$ cat config.mk
export PLATFORM = sky130hd
export DESIGN_NAME = bcd_scan_display
export DESIGN_NICKNAME = d
export VERILOG_FILES = /design/src/rtl/bcd_scan_display.sv
export SDC_FILE = /design/constraint.sdc
export NUM_CORES = 1
export LEC_CHECK = 0
export ABC_AREA = 0
export BUFFER_PORTS_ARGS = -buffer_cell sky130_fd_sc_hd__clkbuf_2
export CAP_MARGIN = 20
export CORE_UTILIZATION = 59
export DETAILED_ROUTE_END_ITERATION = 7
export MAX_ROUTING_LAYER = met4
export PLACE_DENSITY_LB_ADDON = 0.3
export SYNTH_ARGS = -nofsm -noshare
export SYNTH_HDL_FRONTEND = slang
export SYNTH_SLANG_ARGS = --single-unit
$ cat constraint.sdc
create_clock -name clk -period 5.2 [get_ports clk]
set_input_delay 1.04 -clock clk [delete_from_list [all_inputs] [get_ports clk]]
set_output_delay 1.04 -clock clk [all_outputs]
set_load 0.05 [all_outputs]
$ cat src/rtl/bcd_scan_display.sv
// Eight-digit multiplexed seven-segment driver: two 4-tube buses scanned in parallel,
// frame-coherent snapshot of time_data, optional digit blink (BCD_SCAN_DISPLAY_BLINK_EN).
module bcd_scan_display #(
   parameter int SCAN_DIV  = 100_000,
   parameter int BLINK_DIV = 50_000_000
) (
   input  logic        clk,
   input  logic        rst,
   input  logic        display_on,
   input  logic [31:0] time_data,
   input  logic [7:0]  dp_mask,
   input  logic [7:0]  blink_mask,
   output logic [7:0]  digit1,
   output logic [7:0]  digit2,
   output logic [7:0]  tube_sel
);

   localparam int SW = (SCAN_DIV > 1) ? $clog2(SCAN_DIV) : 1;

   logic [SW-1:0] step_cnt;
   logic [1:0]    idx;
   logic [31:0]   shadow;
   logic [7:0]    dp_snap;
   logic [7:0]    blink_snap;
   logic          step_end;
   logic          blink_phase;
   logic [2:0]    lo_tube;
   logic [2:0]    hi_tube;
   logic [7:0]    seg_lo;
   logic [7:0]    seg_hi;
   logic [7:0]    sel_next;

   // Segment order a,b,c,d,e,f,g,dp; codes E and F are blank and dash.
   function automatic logic [7:0] glyph(input logic [3:0] nib);
      logic [7:0] seg;
      case (nib)
         4'h0:    seg = 8'b1111_1100;
         4'h1:    seg = 8'b0110_0000;
         4'h2:    seg = 8'b1101_1010;
         4'h3:    seg = 8'b1111_0010;
         4'h4:    seg = 8'b0110_0110;
         4'h5:    seg = 8'b1011_0110;
         4'h6:    seg = 8'b1011_1110;
         4'h7:    seg = 8'b1110_0000;
         4'h8:    seg = 8'b1111_1110;
         4'h9:    seg = 8'b1111_0110;
         4'hA:    seg = 8'b1110_1110;
         4'hB:    seg = 8'b0011_1110;
         4'hC:    seg = 8'b1001_1100;
         4'hD:    seg = 8'b0111_1010;
         4'hE:    seg = 8'b0000_0000;
         4'hF:    seg = 8'b0000_0010;
         default: seg = 8'b0000_0000;
      endcase
      return seg;
   endfunction

   assign step_end = (step_cnt == SW'(SCAN_DIV - 1));

   // Scan step counter, tube index and the frame snapshot taken on the 3->0 wrap.
   always_ff @(posedge clk or negedge rst) begin
      if (!rst) begin
         step_cnt   <= '0;
         idx        <= 2'd0;
         shadow     <= 32'hEEEE_EEEE;
         dp_snap    <= 8'h00;
         blink_snap <= 8'h00;
      end else if (step_end) begin
         step_cnt <= '0;
         idx      <= idx + 2'd1;
         if (idx == 2'd3) begin
            shadow     <= time_data;
            dp_snap    <= dp_mask;
            blink_snap <= blink_mask;
         end
      end else begin
         step_cnt <= step_cnt + SW'(1);
      end
   end

`ifdef BCD_SCAN_DISPLAY_BLINK_EN
   localparam int BW = (BLINK_DIV > 1) ? $clog2(BLINK_DIV) : 1;

   logic [BW-1:0] blink_cnt;

   // Free-running blink half-period counter, independent of the scan.
   always_ff @(posedge clk or negedge rst) begin
      if (!rst) begin
         blink_cnt   <= '0;
         blink_phase <= 1'b0;
      end else if (blink_cnt == BW'(BLINK_DIV - 1)) begin
         blink_cnt   <= '0;
         blink_phase <= ~blink_phase;
      end else begin
         blink_cnt <= blink_cnt + BW'(1);
      end
   end
`else
   // Without blink support no tube is ever gated; the snapshot mask folds away.
   assign blink_phase = 1'b0;
`endif

   assign lo_tube = {1'b0, idx};
   assign hi_tube = {1'b1, idx};

   // Next bus values for the current scan step; a blinking tube also drops its dp.
   always_comb begin
      sel_next = (8'h01 << idx) | (8'h10 << idx);
      if (blink_phase && blink_snap[lo_tube]) begin
         seg_lo = 8'h00;
      end else begin
         seg_lo = glyph(shadow[{lo_tube, 2'b00} +: 4]) | {7'b000_0000, dp_snap[lo_tube]};
      end
      if (blink_phase && blink_snap[hi_tube]) begin
         seg_hi = 8'h00;
      end else begin
         seg_hi = glyph(shadow[{hi_tube, 2'b00} +: 4]) | {7'b000_0000, dp_snap[hi_tube]};
      end
   end

   // Registered drivers; display_on only masks the outputs, counters keep running.
   always_ff @(posedge clk or negedge rst) begin
      if (!rst) begin
         tube_sel <= 8'h00;
         digit1   <= 8'h00;
         digit2   <= 8'h00;
      end else if (!display_on) begin
         tube_sel <= 8'h00;
         digit1   <= 8'h00;
         digit2   <= 8'h00;
      end else begin
         tube_sel <= sel_next;
         digit1   <= seg_hi;
         digit2   <= seg_lo;
      end
   end

endmodule

==> metrics.yaml <==
global_routing:
  track_usage_pct: 22.1
  grt_max_degree: 80
  grt_pass1_vias: 2490
  grt_pass1_wl_um: 11400
  antenna_found_initial: 0
  globalRouteOverflowTotal: 0
power:
  peakVddDrop_mv: 0.184
  power.density_nw_per_um2: 257
  p_leak_nw: 2.06
  power_mw: 1.13
run:
  drv_cap: 0
synthesis:
  ys.flop_type: "dfrtp_1"
  yosysTopAreaCellShare_pct: 35.5
  netlist-cell-type-count: 45
  async_flop_share_pct: 100
  synth-edff-count: 0
  synth.most_common_cell: "dfrtp_1"
  yosysSeqAreaShare_pct: 51.7
  yosysWarningCount: 0
  netlist_instances: 297
  yosys-top-cells-area: "dfrtp_1 (35%), dfstp_2 (16%), mux2_2 (12%), ha_1 (5.5%), mux4_2 (4.1%)"
  syn_avg_cell_area_um2: 13.1
  synth_fp_nets: 365
  synth_area_um2: 3880
  synth_common_cells: "dfrtp_1 (55), mux2_2 (41), dfstp_2 (24), ha_1 (17), nand2_1 (15)"
  yosys.area.top_type: "dfrtp_1"
  synth-seq-cells: 79
clocking:
  htreeDepth: 3
  hold_buffers: 0
  post_cts_buffers: 0
  clockBufferDepth: 2
  insertion_delay_ps: 340
  root_buffer: "clkbuf_8"
  cts_made_buffers: 9
  cts_sinks: 79
  cts-resized-gates: 0
  tritoncts: "yes"
  clk_pin_slew_ps: 80
drt:
  route.antenna.remaining_nets: 0
  post-route-drc-count: 0
  dr_wl_met3_um: 286
  drt-met1-wl_um: 3020
  num_vias: 2468
  dr.max_layer_used: "met4"
  wl_met2_um: 3260
  drt_iter0_markers: 98
  avgRoutedWirePerCell_um: 15.2
  drt-total-wl_um: 6700
  dr.pass1.iters: 4
  via_per_inst: 5.60
floorplan:
  io_pins: 75
  start_util_pct: 61.1
  die_w_um: 83.1
  dieArea_um2: 6910
  die_h_um: 83.1
  rows: 29
  core_area_um2: 6350
setup_path:
  cp-end-kind: "flip-flop"
  start_kind: "flip-flop"
  critical_path.max_fanout: 13
  crit_type: "reg2reg"
  path_cells: "mux4_1 -> inv_1 -> ha_1 -> o21ai_0 -> o22ai_1 -> o21a_1"
  cp.arrival_ps: 2930
  ff2ff_setup_slack_ps: 2510
  slowest_stage: "dfrtp_1"
  critical_path.max_stage_delay_ps: 880
  crit_required_ps: 5440
timing:
  maxSlewHeadroom_pct: 38.0
  rsz0062_at_grt: "false"
  hold_violations: 0
  setup_ws_ps: 2510
  tightest_slew_ps: 930
  setup_viol: 0
  clock_skew_ps: 7.76
  fmax_mhz: 372
  fin_crit_ps: 2690
  slew_viol_final: 0
  post-route-period-util_pct: 51.7
  finalSetupTns_ps: 0
finish:
  finalNetCount: 427
  num_antenna_cells: 0
  drive_gt1_share_pct: 44.5
  area_delta_synth_final_pct: 12.7
  fillers: 474
  fin_cells: 441
status:
  outcome: "finished, final reports clean"
min_path:
  hp-class: "reg2reg"
placement:
  pre_cts_ws_ps: 2510
  hpwl_um: 4640
  io_buffers: 66
  placed_cells: 425
  place_congestion: 0.848
[worst max-delay path: cells and delay by family, from the launching register on]
family          cells  cell delay (ps)
flops               1              880
buf+inv             1              200
compound gates      3              430
fa+ha+maj           1              270
mux                 1              800
[sequential cells by signal, indices dropped and copies added, names as in the netlist]
signal    flops
tube_sel      4
digit1        8
step_cnt     17
dp_snap       8
shadow       32
idx           2
digit2        8
[power by group]
part	internal, mW	switching [mW]	total (mW)	leakage [nW]
clock network	0.222	0.223	0.445	0.103
registers	0.620	0.00131	0.621	0.971
logic	0.0181	0.0414	0.0595	0.983
[per-layer routing]
metal | GRT usage [%] | vias to the layer above
li1 | - | 1173
met2 | 34.0 | 87
met5 | - | -
met4 | 10.2 | 0
met3 | 4.97 | 12
met1 | 28.1 | 1196
[final timing paths]
path / start / end / depth (start not counted)
worst max-delay path: idx[0] / digit2[4] / 6
worst min-delay path: step_cnt[0] / step_cnt[0] / 1
worst max register to register: idx[0] / digit2[4] / 6
worst min register to register: step_cnt[0] / step_cnt[0] / 1
max in group asynchronous: rst / dp_snap[2] / 1
min in group asynchronous: rst / digit1[4] / 1
[cells in the final DEF, fill, tap and decap left out, types with 3 or more instances in the layout]
master    synthesis  layout
mux4_1            3       3
mux2_2           41      41
mux2i_1           4       4
nor3_1            5       5
clkbuf_2          0      65
nand4_1           5       5
clkbuf_8          0       9
dfrtp_1          55      55
mux4_2            7       7
nand2b_1          3       3
and3_1            3       3
nor2_1           13      13
inv_1            14      14
dfstp_2          24      24
nand3_1           5       5
o22ai_1           3       3
a21oi_1           6       6
nor2b_1           3       3
clkinv_2          0       3
xor2_1            3       3
xnor2_1          12      12
and2_1            6       6
ha_1             17      17
nand2_1          15      15
o21ai_0           6       6
and2_4            3       3
[cell families (layout without fill, tap and decap cells)]
| kind of cell | count (synthesis) | count (layout) | synth area share [%] |
|---|---|---|---|
| fa+ha+maj | 17 | 17 | 5.48 |
| xor+xnor | 15 | 15 | 3.39 |
| flops | 79 | 79 | 51.7 |
| buf+inv | 30 | 97 | 4.93 |
| mux | 55 | 55 | 19.0 |
| compound gates | 30 | 30 | 5.25 |
| simple gates | 71 | 71 | 10.2 |
[per-stage QoR]
step                util, %  hold slack (ps)  area [um^2]
floorplan                 -              448         3880
global placement       65.8              471         4180
detailed placement     65.8              475         4180
CTS                    68.9              485         4370
global route           68.9              495         4370
finish                 68.9              489         4370
[cell type report]
type	count	area (um^2)	area share, %
Clock buffer	9	124	2.83
Clock inverter	7	71.3	1.63
Inverter	14	52.6	1.20
Multi-Input combinational cell	188	1680	38.5
Sequential cell	79	2010	45.9
Tap cell	77	96.3	2.20
Timing Repair Buffer	67	340	7.78
(Power assumes the default switching activity.)
